File: src/rtl/alu_pkg.sv
// Shared definitions for the ALU issue path: opcode map, widths, sequencer states.
// Latency: n/a (types and constants only).
// Backpressure: n/a.
package alu_pkg;

    localparam int SEL_W       = 16;
    localparam int OPC_W       = 4;
    localparam int DATA_W      = 8;
    localparam int NUM_OPS_DEF = 9;

    // Opcode map; the one-hot selector bit index equals the opcode value.
    localparam logic [OPC_W-1:0] OP_ADD  = 4'd0;
    localparam logic [OPC_W-1:0] OP_SUB  = 4'd1;
    localparam logic [OPC_W-1:0] OP_NOTA = 4'd2;
    localparam logic [OPC_W-1:0] OP_NAND = 4'd3;
    localparam logic [OPC_W-1:0] OP_NOR  = 4'd4;
    localparam logic [OPC_W-1:0] OP_AND  = 4'd5;
    localparam logic [OPC_W-1:0] OP_XOR  = 4'd6;
    localparam logic [OPC_W-1:0] OP_OR   = 4'd7;
    localparam logic [OPC_W-1:0] OP_XNOR = 4'd8;

    typedef enum logic [2:0] {
        ST_IDLE    = 3'd0,
        ST_DECODE  = 3'd1,
        ST_EXECUTE = 3'd2,
        ST_RESULT  = 3'd3,
        ST_ERROR   = 3'd4
    } state_t;

endpackage

File: src/rtl/opcode_decoder.sv
// Opcode to one-hot ALU selector plus legality flag.
// Latency: purely combinational.
// Backpressure: none; output follows input.
module opcode_decoder
    import alu_pkg::*;
#(
    parameter int NUM_OPS = NUM_OPS_DEF
) (
    input  logic [OPC_W-1:0] opcode,
    output logic [SEL_W-1:0] sel,
    output logic             legal
);

    // One extra bit so NUM_OPS = 16 (every opcode legal) still fits.
    localparam logic [OPC_W:0] OP_LIMIT = 5'(NUM_OPS);

    // Legal opcodes light exactly one selector bit; illegal ones leave it all-zero.
    always_comb begin
        legal = ({1'b0, opcode} < OP_LIMIT);
        sel   = '0;
        if (legal) begin
            sel[opcode] = 1'b1;
        end
    end

endmodule

File: src/rtl/alu_sequencer.sv
// Issue/sequence stage: registers one op, drives ALU one-hot selector for one cycle, pulses done.
// Latency: accept edge T -> selector during T+2 -> done during T+3 -> ready again during T+4.
// Backpressure: in_ready only in IDLE; requests outside IDLE are ignored, no buffering.
module alu_sequencer
    import alu_pkg::*;
#(
    parameter int NUM_OPS = NUM_OPS_DEF,
    parameter int COUNT_W = 8
) (
    input  logic               clk,
    input  logic               reset,
    input  logic               in_valid,
    output logic               in_ready,
    input  logic [OPC_W-1:0]   in_opcode,
    input  logic [DATA_W-1:0]  in_a,
    input  logic [DATA_W-1:0]  in_b,
    output logic [DATA_W-1:0]  a,
    output logic [DATA_W-1:0]  b,
    output logic [SEL_W-1:0]   selector,
    output logic               busy,
    output logic               done,
    output logic               illegal,
    output logic [COUNT_W-1:0] op_count
);

    state_t              state_q,   state_d;
    logic [DATA_W-1:0]   a_q,       a_d;
    logic [DATA_W-1:0]   b_q,       b_d;
    logic [OPC_W-1:0]    opc_q,     opc_d;
    logic [SEL_W-1:0]    sel_q,     sel_d;
    logic                busy_q,    busy_d;
    logic                done_q,    done_d;
    logic                illegal_q, illegal_d;
    logic [COUNT_W-1:0]  cnt_q,     cnt_d;

    logic [SEL_W-1:0]    dec_sel;
    logic                dec_legal;

    // Decode works on the captured opcode so the selector is ready one cycle after accept.
    opcode_decoder #(
        .NUM_OPS (NUM_OPS)
    ) u_dec (
        .opcode (opc_q),
        .sel    (dec_sel),
        .legal  (dec_legal)
    );

    // Next-state and registered-output logic; pulses are computed one state early so
    // they land in the state they belong to.
    always_comb begin
        state_d   = state_q;
        a_d       = a_q;
        b_d       = b_q;
        opc_d     = opc_q;
        cnt_d     = cnt_q;
        sel_d     = '0;
        done_d    = 1'b0;
        illegal_d = 1'b0;

        case (state_q)
            ST_IDLE: begin
                if (in_valid) begin
                    a_d     = in_a;
                    b_d     = in_b;
                    opc_d   = in_opcode;
                    state_d = ST_DECODE;
                end
            end
            ST_DECODE: begin
                if (dec_legal) begin
                    sel_d   = dec_sel;
                    state_d = ST_EXECUTE;
                end else begin
                    illegal_d = 1'b1;
                    state_d   = ST_ERROR;
                end
            end
            ST_EXECUTE: begin
                // ALU samples the selector at the end of this cycle; its result is
                // valid next cycle, which is when done is shown.
                done_d  = 1'b1;
                cnt_d   = cnt_q + COUNT_W'(1);
                state_d = ST_RESULT;
            end
            ST_RESULT: begin
                state_d = ST_IDLE;
            end
            ST_ERROR: begin
                state_d = ST_IDLE;
            end
            default: begin
                state_d = ST_IDLE;
            end
        endcase

        busy_d = (state_d != ST_IDLE);
    end

    // State and output registers with synchronous reset; reset drops any in-flight pulse.
    always_ff @(posedge clk) begin
        if (reset) begin
            state_q   <= ST_IDLE;
            a_q       <= '0;
            b_q       <= '0;
            opc_q     <= '0;
            sel_q     <= '0;
            busy_q    <= 1'b0;
            done_q    <= 1'b0;
            illegal_q <= 1'b0;
            cnt_q     <= '0;
        end else begin
            state_q   <= state_d;
            a_q       <= a_d;
            b_q       <= b_d;
            opc_q     <= opc_d;
            sel_q     <= sel_d;
            busy_q    <= busy_d;
            done_q    <= done_d;
            illegal_q <= illegal_d;
            cnt_q     <= cnt_d;
        end
    end

    assign in_ready = (state_q == ST_IDLE);
    assign a        = a_q;
    assign b        = b_q;
    assign selector = sel_q;
    assign busy     = busy_q;
    assign done     = done_q;
    assign illegal  = illegal_q;
    assign op_count = cnt_q;

endmodule

File: config.mk
export PLATFORM = sky130hd
export DESIGN_NAME = alu_sequencer
export DESIGN_NICKNAME = d
export VERILOG_FILES = /design/src/rtl/alu_pkg.sv /design/src/rtl/opcode_decoder.sv /design/src/rtl/alu_sequencer.sv
export SDC_FILE = /design/constraint.sdc
export NUM_CORES = 1
export LEC_CHECK = 0
export CORE_UTILIZATION = 35
export CTS_CLUSTER_SIZE = 20
export DETAILED_ROUTE_END_ITERATION = 12
export GPL_TIMING_DRIVEN = 0
export HOLD_SLACK_MARGIN = 0.03
export PLACE_DENSITY = 0.77
export SLEW_MARGIN = 40
export SYNTH_ARGS = -nofsm -noshare
export SYNTH_HDL_FRONTEND = slang
export SYNTH_SLANG_ARGS = --single-unit
File: constraint.sdc
create_clock -name clk -period 3.7 [get_ports clk]
set_input_delay 0.37 -clock clk [delete_from_list [all_inputs] [get_ports clk]]
set_output_delay 0.37 -clock clk [all_outputs]
set_load 0.02 [all_outputs]
==> metrics.md <==
| Metric | Value |
|---|---|
| Post-route design area | 2470 sq um |
| Deepest clock path buffer count | 2 |
| Routed WL | 3490 microns |
| Gr ovfl total | 0 |
| DP Area | 2400 sq um |
| Initial antenna violation count | 0 |
| Largest net degree at the start of global routing | 14 |
| Vias in the first global route | 1321 |
| TritonCTS Buffers | 5 |
| Final Power | 1.08 mW |
| Clock tree root buffer cell | clkbuf_8 |
| Cell Chain, Critical Path | nor3_1 > clkdlybuf4s50_1 |
| PnR worst setup slack | 1.80 ns |
| Vias per cell | 4.68 |
| RSZ-0062 raised after global routing | no |
| Fill cells | 426 |
| Critical setup path kind | reg -> out |
| Worst reg2reg path depth | 4 |
| Status | finished, final reports clean |
| WHS Endpoint | state_q[0]$_SDFF_PP0_ |
| Crit path launch | state_q[0]$_SDFF_PP0_ |
| Final TNS setup | 0 ns |
| CP arrival | 1.53 ns |
| R2R setup slack | 2.03 ns |
| Unique cell type count in the Yosys netlist | 30 |
| Post-synth top area share | 0.603 |
| Multi-input logic area | 629 sq um |
| Seq/Total Area, Yosys | 0.603 |
| Most frequent cells in the layout | clkdlybuf4s50_1 (65), dfxtp_1 (50), nand2_1 (42), a21oi_1 (25), clkbuf_1 (10) |
| Rows | 24 |
| Crit path buffers/inverters | 1 |
| Final ANT Viol Nets | 0 |
| Period utilisation layout | 0.514 |
| Die Wd | 70.9 microns |
| Setup Buffers After CTS | 0 |
| Power Density | 435 nW/um^2 |
| Post-synth EDFFs | 0 |
| Clk Latency, worst-skew pair | 0.29 ns |
| Avg WL per Cell | 11.4 microns |
| Tmin final | 1.90 ns |
| Async SR Flop Fraction | 0 |
| Largest cells by area after synthesis | dfxtp_1 (60%), nand2_1 (9.5%), a21oi_1 (7.5%) |
| Fin. Hold Viols | 0 |
| Layout area overhead | 49.1% |
| Pins over their slew limit | 0 |
| Netlist Area Pre-Place | 1660 sq um |
| CP Depth | 2 |
| Commonest non-fill, non-tap cell in the layout | clkdlybuf4s50_1 |
| Worst reg2reg endpoint | opc_q[0]$_SDFFE_PP0P_ |
| Gpl congestion | 0.710 |
| # hold bufs at CTS | 0 |
| WHS Path Cells | 2 |
| Global-route wire length before repair | 5800 microns |
| Crit Path Max Fanout | 7 |
| Register Area | 1000 sq um |
| Die Ht | 70.9 microns |
| Worst Path Required | 3.33 ns |
| CP peak stage delay | 0.64 ns |
| CTS tree | done |
| I/O pins | 67 |
| VDD IR max | 0.198 mV |
| Slew margin rel. | 0.587 |
| Fmax achieved | 525 MHz |
| R2r startpoint | state_q[0]$_SDFF_PP0_ |
| Slew @ Worst Pin | 0.611 ns |
| Full die area | 5020 sq um |
| CP max-delay cell | clkdlybuf4s50_1 |
| Yosys Warn Count | 0 |
| Share of layout cells above drive strength 1 | 0.0394 |
| Crit path capture type | output port |
| DRC | 0 |
| H-tree depth | 2 |
| Port-buffer cells | 65 |
| Yosys reg bits | 50 |
| Final net count | 278 |
| First-pass DRT Iterations | 6 |
| Via count | 1432 |
| Dpl hpwl | 2530 microns |
| Mapped Cells | 176 |
| Critical Path Start Type | flip-flop |
| CP delay by family, top | buffers and inverters |
| Hold Path Class | in -> reg |
| Max Cap Viol | 0 |
| Synth Area per Inst | 9.43 sq um |
| DRT iter0 DRCs | 123 |
| Worst Hold Launch | reset |
| Initial Utilization | 0.373 |
| Leakage | 0.914 nW |
| Setup WS pre-CTS | 1.64 ns |
| Main synth FF type | dfxtp_1 |
| Most area-hungry cell type in the Yosys netlist | dfxtp_1 |
| Core Region | 4440 sq um |
| Clock slew at reported path FFs | 0.08 ns |
| GRT Util Overall | 0.147 |
| Sink Count | 50 |
| Clk_skew | 0.00574 ns |
| Antenna diodes | 0 |
| Post-CTS sizing | 0 |
| Setup Viol. Count Final | 0 |
-- final cells by class --
cell class,count,share of cell area
Buffer,9,0.0177
Clock buffer,7,0.0309
Inverter,2,0.00303
Multi-Input combinational cell,121,0.254
Sequential cell,50,0.405
Tap cell,52,0.0263
Timing Repair Buffer,65,0.263
-- flip-flops by register name, indices dropped and copies added (netlist names) --
| name | flops |
|---|---|
| a | 8 |
| b | 8 |
| busy | 1 |
| done | 1 |
| illegal | 1 |
| op_count | 8 |
| opc_q | 4 |
| selector | 16 |
| state_q | 3 |
-- power breakdown --
group          switching [mW]  internal [mW]  total [mW]
combinational           0.102         0.0969       0.199
clock                   0.156          0.130       0.286
sequential             0.0217          0.570       0.592
total                   0.280          0.797        1.08
-- through the flow --
stage | cells | util | hold slack, ns
after floorplan | 182 | - | 0.458
after CTS | 306 | 0.557 | 0.443
final | 306 | 0.557 | 0.450
after detailed placement | 299 | 0.539 | 0.446
after global placement | 299 | 0.539 | 0.442
after global routing | 306 | 0.557 | 0.457
-- cells by family (layout without fill, tap and decap cells) --
kind of cell,after synthesis,in the layout,synth area share
simple gates,78,78,0.235
flops,50,50,0.603
compound gates,31,31,0.0980
buf+inv,11,83,0.0309
xor+xnor,2,2,0.0106
mux,2,2,0.0128
fa+ha+maj,1,1,0.00754
other cells,1,7,0.00226
-- cell usage after synthesis, types with 2 or more instances --
cell      count
o31ai_1       3
nand3_1       3
nor2_1        6
a21oi_1      25
nor3b_1       2
and3_1        2
nand2_1      42
clkbuf_1      8
nand4_1       2
o21ai_0       3
or4_1         3
inv_1         2
and3b_1       2
nor3_1        6
dfxtp_1      50
nor4b_1       2
or4b_2        2
-- routing by layer --
metal | vias up | global-route usage | wire [microns]
met5 | - | 0 | 0
met4 | 0 | 0.0733 | 88
met3 | 9 | 0.0342 | 146
met2 | 41 | 0.249 | 1700
met1 | 635 | 0.176 | 1550
li1 | 747 | - | -
-- worst max-delay path by stage --
stage                                     to  slack (ns)
floorplan           op_count[4]$_SDFFE_PP0P_        2.13
global placement           b[0]$_SDFFE_PP0P_        1.64
detailed placement         a[4]$_SDFFE_PP0P_        1.64
CTS                                 in_ready        1.81
global route                        in_ready        1.75
finish                              in_ready        1.80
(Power assumes the default switching activity.)
